### src/rtl/pipeline_hazard_ctrl.sv
// Stall/flush controller for the five-stage pipeline: load-use stalls, MEM-stage
// redirects, multi-cycle data-memory freezes, plus saturating stall/flush counters.
module pipeline_hazard_ctrl #(
    parameter int unsigned CNT_W       = 16,
    parameter int unsigned MEM_TIMEOUT = 255
) (
    input  logic             clk,
    input  logic             rst,
    input  logic [4:0]       id_rs,
    input  logic [4:0]       id_rt,
    input  logic             id_uses_rt,
    input  logic             ex_mem_read,
    input  logic [4:0]       ex_rd,
    input  logic             mem_branch,
    input  logic             mem_zero,
    input  logic             mem_jump,
    input  logic             mem_req,
    input  logic             dmem_ready,
    output logic             pc_write,
    output logic             ifid_write,
    output logic             idex_write,
    output logic             exmem_write,
    output logic             ifid_flush,
    output logic             idex_flush,
    output logic             exmem_flush,
    output logic             memwb_bubble,
    output logic [1:0]       pc_src,
    output logic             mem_err,
    output logic [CNT_W-1:0] stall_cnt,
    output logic [CNT_W-1:0] flush_cnt
);

    localparam int unsigned TO_W   = $clog2(MEM_TIMEOUT + 1);
    localparam int unsigned WCNT_W = (TO_W > 8) ? TO_W : 8;

    localparam logic [0:0] S_RUN      = 1'b0;
    localparam logic [0:0] S_MEM_WAIT = 1'b1;

    localparam logic [1:0] PC_SEQ = 2'b00;
    localparam logic [1:0] PC_BR  = 2'b01;
    localparam logic [1:0] PC_JMP = 2'b10;

    logic [0:0]        state_q, state_d;
    logic [WCNT_W-1:0] wcnt_q, wcnt_d;
    logic              mem_err_q, mem_err_d;
    logic [CNT_W-1:0]  stall_cnt_q, stall_cnt_d;
    logic [CNT_W-1:0]  flush_cnt_q, flush_cnt_d;

    logic freeze;
    logic taken;
    logic load_use;
    logic redirect;

    // Hazard detection terms
    always_comb begin
        freeze   = mem_req & ~dmem_ready;
        taken    = mem_jump | (mem_branch & mem_zero);
        load_use = ex_mem_read && (ex_rd != 5'd0) &&
                   ((ex_rd == id_rs) || (id_uses_rt && (ex_rd == id_rt)));
    end

    // Prioritised control outputs: reset, freeze, redirect, load-use, normal
    always_comb begin
        pc_write     = 1'b1;
        ifid_write   = 1'b1;
        idex_write   = 1'b1;
        exmem_write  = 1'b1;
        ifid_flush   = 1'b0;
        idex_flush   = 1'b0;
        exmem_flush  = 1'b0;
        memwb_bubble = 1'b0;
        pc_src       = PC_SEQ;
        redirect     = 1'b0;
        if (rst) begin
            pc_write     = 1'b0;
            ifid_write   = 1'b0;
            idex_write   = 1'b0;
            exmem_write  = 1'b0;
            ifid_flush   = 1'b1;
            idex_flush   = 1'b1;
            exmem_flush  = 1'b1;
            memwb_bubble = 1'b1;
        end else if (freeze) begin
            pc_write     = 1'b0;
            ifid_write   = 1'b0;
            idex_write   = 1'b0;
            exmem_write  = 1'b0;
            memwb_bubble = 1'b1;
        end else if (taken) begin
            redirect    = 1'b1;
            pc_src      = mem_jump ? PC_JMP : PC_BR;
            ifid_flush  = 1'b1;
            idex_flush  = 1'b1;
            exmem_flush = 1'b1;
        end else if (load_use) begin
            pc_write   = 1'b0;
            ifid_write = 1'b0;
            idex_flush = 1'b1;
        end
    end

    // Wait FSM; the freeze itself is decoded from the handshake, the FSM only times it
    always_comb begin
        state_d   = state_q;
        wcnt_d    = wcnt_q;
        mem_err_d = mem_err_q;
        if (state_q == S_MEM_WAIT) begin
            if (!mem_req || dmem_ready) begin
                state_d = S_RUN;
                wcnt_d  = '0;
            end else begin
                if (wcnt_q != '1) begin
                    wcnt_d = wcnt_q + WCNT_W'(1);
                end
                if (wcnt_q >= WCNT_W'(MEM_TIMEOUT)) begin
                    mem_err_d = 1'b1;
                end
            end
        end else begin
            wcnt_d = '0;
            if (freeze) begin
                state_d = S_MEM_WAIT;
                wcnt_d  = WCNT_W'(1);
            end
        end
    end

    // Saturating performance counters
    always_comb begin
        stall_cnt_d = stall_cnt_q;
        flush_cnt_d = flush_cnt_q;
        if (!pc_write && (stall_cnt_q != '1)) begin
            stall_cnt_d = stall_cnt_q + CNT_W'(1);
        end
        if (redirect && (flush_cnt_q != '1)) begin
            flush_cnt_d = flush_cnt_q + CNT_W'(1);
        end
    end

    always_ff @(posedge clk) begin
        if (rst) begin
            state_q     <= S_RUN;
            wcnt_q      <= '0;
            mem_err_q   <= 1'b0;
            stall_cnt_q <= '0;
            flush_cnt_q <= '0;
        end else begin
            state_q     <= state_d;
            wcnt_q      <= wcnt_d;
            mem_err_q   <= mem_err_d;
            stall_cnt_q <= stall_cnt_d;
            flush_cnt_q <= flush_cnt_d;
        end
    end

    assign mem_err   = mem_err_q;
    assign stall_cnt = stall_cnt_q;
    assign flush_cnt = flush_cnt_q;

endmodule

### config.mk
export PLATFORM = sky130hd
export DESIGN_NAME = pipeline_hazard_ctrl
export DESIGN_NICKNAME = d
export VERILOG_FILES = /design/src/rtl/pipeline_hazard_ctrl.sv
export SDC_FILE = /design/constraint.sdc
export NUM_CORES = 1
export LEC_CHECK = 0
export ABC_AREA = 1
export BUFFER_PORTS_ARGS = -buffer_cell sky130_fd_sc_hd__buf_4
export CORE_MARGIN = 2
export CORE_UTILIZATION = 30
export DETAILED_ROUTE_END_ITERATION = 10
export MAX_ROUTING_LAYER = met4
export PLACE_DENSITY = 0.54
export SYNTH_ARGS = -nofsm -noshare
export SYNTH_HDL_FRONTEND = slang
export SYNTH_SLANG_ARGS = --single-unit
### constraint.sdc
create_clock -name clk -period 2.49 [get_ports clk]
set_clock_uncertainty 0.2 [all_clocks]
set_input_delay 0.3735 -clock clk [delete_from_list [all_inputs] [get_ports clk]]
set_output_delay 0.3735 -clock clk [all_outputs]
set_load 0.05 [all_outputs]
# After elaboration in Yosys (flattened, before gate mapping)
# Index checks and enable logic that the tools add are counted.
# Widths: inputs -> output; s select.
totals:
  out_inout_bits: 43
  ff_bits: 42
  in_bits: 24
op_classes:
  add_sub_neg: 3
  reduce_logical: 11
  magnitude_cmp: 1
  bitwise: 5
  eq_ne: 6
  n_mux: 26
op_table:
  columns: ["cell", "n"]
  rows:
  - ["$add 16x1->16 const B", 2]
  - ["$ne 16x16->1 const B", 2]
  - ["$mux 8", 3]
  - ["$mux 1", 19]
  - ["$eq 5x5->1", 2]
  - ["$add 8x1->8 const B", 1]
  - ["$ge 8x8->1 const B", 1]
  - ["$mux 2", 4]
  - ["$ne 8x8->1 const B", 1]
  - ["$logic_and 1x1->1", 5]
  - ["$reduce_bool 5->1", 1]
  - ["$ne 3x1->1 const B", 1]
  - ["$reduce_and 3->1", 1]
  - ["$and 1x1->1", 2]
  - ["$logic_not 1->1", 2]
  - ["$logic_or 1x1->1", 2]
  - ["$not 1->1", 2]
  - ["$or 1x1->1", 1]

# Depth between registers and ports, before layout
# Gate-level depths: netlist (run 1).
logic_depth:
  ltp_word: 10
  depth_mapped: 12
  mapped_depth_nobuf: 11

# Worst setup path before layout (run 1)
# OpenSTA, ideal clock, no wires.
synth_timing:
  kind: "input-to-output"
  start: "input port mem_req"
  end: "output port pc_src[0]"
  setup_slack_ns: -1.106
  path_stages: 6
  required_ns: 1.917
  arrival_time_ns: 3.022
  cell_sequence: "inv_1 > or2_1 > inv_1 > nor2_1 > inv_1 > nor3_1"
synth_via:
  elab_chain_cells: 3
synth_rtl:
  columns: ["element", "line_no", "source"]
  rows:
  - ["start: declaration", "17", "input logic mem_req,"]
  - ["$and 1x1->1", "56", "freeze = mem_req & ~dmem_ready;"]
  - ["$mux 2", "83", "end else if (freeze) begin"]
  - ["$mux 2", "74", "if (rst) begin"]
  - ["end: declaration", "27", "output logic [1:0] pc_src,"]
# No other way between the ends.

# Worst setup path in the final report (run 1)
layout_timing:
  start: "register stall_cnt_q[0] (netlist: stall_cnt[0])"
  end: "register stall_cnt_q[15] (netlist: stall_cnt[15])"
layout_via:
  elab_chain_cells: 2
  word_cells_on_any_way: 3
  cone_classes: "add/sub: 1; eq/ne: 1; reduce/logical: 1"
layout_rtl:
  columns: ["element", "line_no", "source"]
  rows:
  - ["start: declaration", "46", "logic [CNT_W-1:0] stall_cnt_q, stall_cnt_d;"]
  - ["start signal: assignment", "151", "stall_cnt_q <= stall_cnt_d;"]
  - ["branches (longest 2 deep; another with $add 16x1->16)", null, null]
# Several ways; the timed one is not identified.
# A chain may end at the register's enable or synchronous reset.

==> results of run 1 <==
worst paths after layout:
kind              slack, ns                         end                       from
setup reg to reg       0.24  stall_cnt[15]$_SDFFE_PP0P_  stall_cnt[0]$_SDFFE_PP0P_
hold / removal         0.27  flush_cnt[12]$_SDFFE_PP0P_                        rst
hold reg to reg        0.28        mem_err$_SDFFE_PP0P_       mem_err$_SDFFE_PP0P_
setup / recovery       0.24  stall_cnt[15]$_SDFFE_PP0P_  stall_cnt[0]$_SDFFE_PP0P_
synthesized netlist by cell type, types with 2 or more instances:
| cell type | number |
|---|---|
| a21oi_1 | 34 |
| buf_4 | 4 |
| o21ai_0 | 11 |
| dfxtp_1 | 42 |
| a31oi_1 | 2 |
| inv_2 | 4 |
| nand4_1 | 3 |
| a22oi_1 | 3 |
| clkbuf_1 | 5 |
| nor4_1 | 2 |
| nor3_1 | 9 |
| nand2_2 | 2 |
| inv_1 | 46 |
| nand3_1 | 43 |
| nor2_1 | 51 |
| buf_2 | 2 |
| nand2_1 | 98 |
| xor2_1 | 10 |
| xnor2_1 | 11 |
| ha_1 | 3 |
area by class of cell:
cell class / instances / share of cell area (%)
tap: 105 / 4.05
clock inverter: 3 / 1.24
timing repair buffer: 73 / 16.9
sequential: 42 / 25.9
multi-input combinational: 288 / 43.8
clock buffer: 5 / 2.12
inverter: 50 / 5.91
stage by stage:
stage	power (uW)	worst slack, ns
finish	1440	0.242
detailed placement	929	0.266
floorplan	848	-0.0478
global placement	926	0.324
global route	1520	0.0200
CTS	1470	0.231
cells by family after synthesis:
group / count (synthesis) / share of synthesized area, %
buf+inv: 63 / 10.4
fa+ha+maj: 3 / 1.50
flops: 42 / 33.5
simple gates: 212 / 36.2
compound gates: 52 / 11.0
xor+xnor: 21 / 7.34
power by group through the flow:
stage                     Sequential, uW  Combinational, uW  Clock (uW)
after global placement               705                221           0
after floorplan                      726                122           0
after global routing                 692                241         585
after detailed placement             705                223           0
final                                690                222         533
after CTS                            690                224         557
layer usage:
metal	vias up	part of all wire (%)	GRT usage (%)
met1	1149	49	19.7
li1	1385	-	-
met2	53	46	25.6
met3	5	4.0	2.61
met5	-	0	-
met4	0	0.70	3.21
registers in the layout, summed over array words and instances (netlist names):
name / cells
stall_cnt: 16
flush_cnt: 16
wcnt_q: 8
mem_err: 1
state_q: 1
==> metrics.txt, run 1 <==
Core Footprint=8180 sq um; Hold WC Path Type=primary input to register; YS warnings=0; commonest cells after routing, fill and taps aside=nand2_1 (98), buf_4 (73), nor2_1 (49); Crit path arrival time=2.27 ns; VDD IR max=0.215 mV; hold depth=2; setup_tns=0 ns; GR Util All Layers=15.4%; Sw Share=27.2%; Num CTS Buffers=5; Initial Utilization=30.7%; Pleak=0.00138 uW; Seq/Total Area, Yosys=33.5%; 1st-pass router iterations=4; H-tree depth=2; Core Rows=33; number of synthesized flops with an enable pin=0; Synth top area share=33.5%; final instance area=3240 sq um; critical path's slowest cell=dfxtp_1; unrepaired setup endpoints after global routing=no; crit share post-route=90.3%; area of the multi-input gates=1420 sq um; CTS clock-pin slew for the worst setup and hold paths=0.08 ns; commonest non-fill, non-tap cell in the layout=nand2_1; Crit Path Category=register to register; Main synth FF type=dfxtp_1; TritonCTS clock tree=yes; Net Sw Power=392 uW; syn nets=420; IO Port Bufs=66; CP required=2.51 ns; number of primary I/O pins=67; WP buf/inv=0; Fillers=885; Max Fclk=445 MHz; critical path's most frequent cell=nand2_2; die width=95.4 um; Layout Nets=487; final slew viol count=0; first-pass GRT wire length=10900 um; # diodes=0; vias in the first global route=2407; Slew HR=66.2%; root buf cell=clkbuf_8; drt drc=0; Die H=95.4 um; clk buf depth=2; Hold Buf Count CTS=0; Final HPWL DP=4930 um; type of origin of the critical path=register; synthesized flop and latch total=42; Final Hold Viols=0; CP delay by family, top=simple AND/OR/NAND/NOR gates; Hold Slack=0.269 ns; vias per inst=4.58; proportion of layout cells with a drive suffix above 1=20.6%; biggest area consumer among synthesized cells=dfxtp_1; Combinational Power Share=15.4%; synth top area cells=dfxtp_1 (34%), nand2_1 (15%), nand3_1 (8.6%); postcts setup bufs=0; number of routed nets with antenna violations=0; final wirelength=6420 um; DR iter-0 viols=112; Worst R2R Path Depth=9; max incr delay on CP=0.42 ns; P_int=1050 uW; initial antenna violation count=0; Post-Synthesis Cell Area=2510 sq um; Sinks on Clock Net=42; Slew @ Worst Pin=0.502 ns; Post-Layout Cell Count=566; clk_lat worst skew=0.29 ns; register area=841 sq um; GPL Wtd Cong=0.829; final setup fails=0; Synth cell types=28; DIE AREA=9100 sq um; CP endpoint kind=register; utilization after layout=39.6%; status=completed; sequential share of power=47.7%; crit path max fanout=17; largest net degree at the start of global routing=31; minimum clock period after layout=2.25 ns; clock network fraction of design power=36.9%; cells after synthesis=393; Area Growth Syn to Fin=29.2%; FFs w/ async S/R, synth=0%; post-cts sizing count=0; Crit path depth=9; dpl cells=558; global route total overflow=0; dpl cell area=3130 sq um; vias=2592; WL/cell=11.3 um; cells along the critical path=ha_1 > nand2_2 > nor3_4 > nand3_1 > nor3_2 > nand2_2 > nand2_4 > nand2_1 > a21oi_1; power per cell area=446 nW/um^2; max-capacitance violation count=0; Syn Area/Cell=6.38 sq um
Note: power is estimated with default switching activity, not from simulation.
==> run 2, diff against run 1 <==
CELL_PAD_IN_SITES_DETAIL_PLACEMENT = 0   (was default)
CELL_PAD_IN_SITES_GLOBAL_PLACEMENT = 1   (was default)
PLACE_DENSITY = 0.72   (was 0.54)
==> run 2 against run 1 <==
  * Wire length grew 2.2%
  * Flip-flop and latch count did not move
  * Clock power is 15% lower
==> metrics.txt, run 2 (synthesis results as in run 1) <==
Slew HR=69.7%; DIE AREA=9100 sq um; IO Port Bufs=66; first-pass GRT wire length=11000 um; pre-CTS WS=0.243 ns; Pleak=0.00136 uW; initial antenna violation count=0; unrepaired setup endpoints after global routing=no; Final HPWL DP=5040 um; die width=95.4 um; Hold WC Path Type=primary input to register; Area Growth Syn to Fin=28.2%; CTS clock-pin slew for the worst setup and hold paths=0.09 ns; FF-to-FF setup slack=0.20 ns; type of origin of the critical path=register; clk buf depth=2; Final Power=1360 uW; crit share post-route=92.0%; Core Rows=33; number of routed nets with antenna violations=0; post-cts sizing count=0; number of primary I/O pins=67; Slew @ Worst Pin=0.450 ns; GR Util All Layers=15.6%; minimum clock period after layout=2.29 ns; WL/cell=11.6 um; postcts setup bufs=0; Initial Utilization=30.7%; Final Hold Viols=0; utilization after layout=39.3%; 1st-pass router iterations=6; Net Sw Power=412 uW; crit path max fanout=17; Crit Path Category=register to register; Layout Nets=486; CP endpoint kind=register; VDD IR max=0.199 mV; final setup fails=0; H-tree depth=2; Die H=95.4 um; clk_lat worst skew=0.30 ns; Hold Slack=0.260 ns; vias=2567; Combinational Power Share=16.2%; dpl cells=557; root buf cell=clkbuf_8; clock network fraction of design power=33.3%; Num CTS Buffers=5; # diodes=0; global route total overflow=0; vias per inst=4.54; vias in the first global route=2384; power per cell area=425 nW/um^2; final slew viol count=0; sequential share of power=50.5%; max-capacitance violation count=0; GPL Wtd Cong=0.860; setup ws final=0.199 ns; Post-Layout Cell Count=565; Hold Buf Count CTS=0; proportion of layout cells with a drive suffix above 1=20.4%; drt drc=0; commonest cells after routing, fill and taps aside=nand2_1 (98), buf_4 (72), nor2_1 (49); Core Footprint=8180 sq um; Sw Share=30.2%; final wirelength=6560 um; TritonCTS clock tree=yes; Sinks on Clock Net=42; status=completed; Max Fclk=437 MHz; Crit path arrival time=2.32 ns; CP required=2.52 ns; DR iter-0 viols=88; largest net degree at the start of global routing=31; P_int=953 uW; commonest non-fill, non-tap cell in the layout=nand2_1
==> run 2: layout make-up <==
cell class	count	area, sq um
sequential	42	841
tap	105	131
clock buffer	5	68.8
clock inverter	3	21.3
inverter	50	191
timing repair buffer	72	541
multi-input combinational	288	1420
fill	893	4960
==> run 2: path summary, 6_finish.rpt <==
kind,startpoint,to,cells past startpoint
setup / recovery,stall_cnt[1]$_SDFFE_PP0P_,stall_cnt[15]$_SDFFE_PP0P_,9
hold / removal,rst,mem_err$_SDFFE_PP0P_,2
setup reg to reg,stall_cnt[1]$_SDFFE_PP0P_,stall_cnt[15]$_SDFFE_PP0P_,9
hold reg to reg,mem_err$_SDFFE_PP0P_,mem_err$_SDFFE_PP0P_,2
==> run 2: metal layers <==
layer	GRT usage, %	share of wire, %	up-vias
met3	2.61	2.6	8
li1	-	-	1383
met1	21.7	53	1137
met5	-	0	-
met2	23.9	44	39
met4	3.21	0.75	0
==> run 2: metrics by stage <==
stage | setup TNS (ns) | area [sq um]
after floorplan | -0.0478 | 2530
after global placement | 0 | 3120
after detailed placement | 0 | 3120
after CTS | 0 | 3210
after global routing | 0 | 3210
final | 0 | 3210
==> run 2: worst max-delay path: stages (launching register included) <==
cell and delay (ns):
dfxtp_1 0.44, ha_1 0.26, nand2_2 0.10, nor3_4 0.21, nand3_1 0.14, nor3_2 0.14
nand2_2 0.26, nand2_4 0.27, nand2_1 0.08, a21oi_1 0.12
==> run 2: power groups by stage <==
stage / clock [uW] / combinational (uW) / sequential [uW]
6_report: 454 / 221 / 689
5_1_grt: 497 / 241 / 691
4_1_cts: 473 / 223 / 689
3_5_place_dp: 0 / 223 / 705
3_3_place_gp: 0 / 222 / 705
2_1_floorplan: 0 / 122 / 726
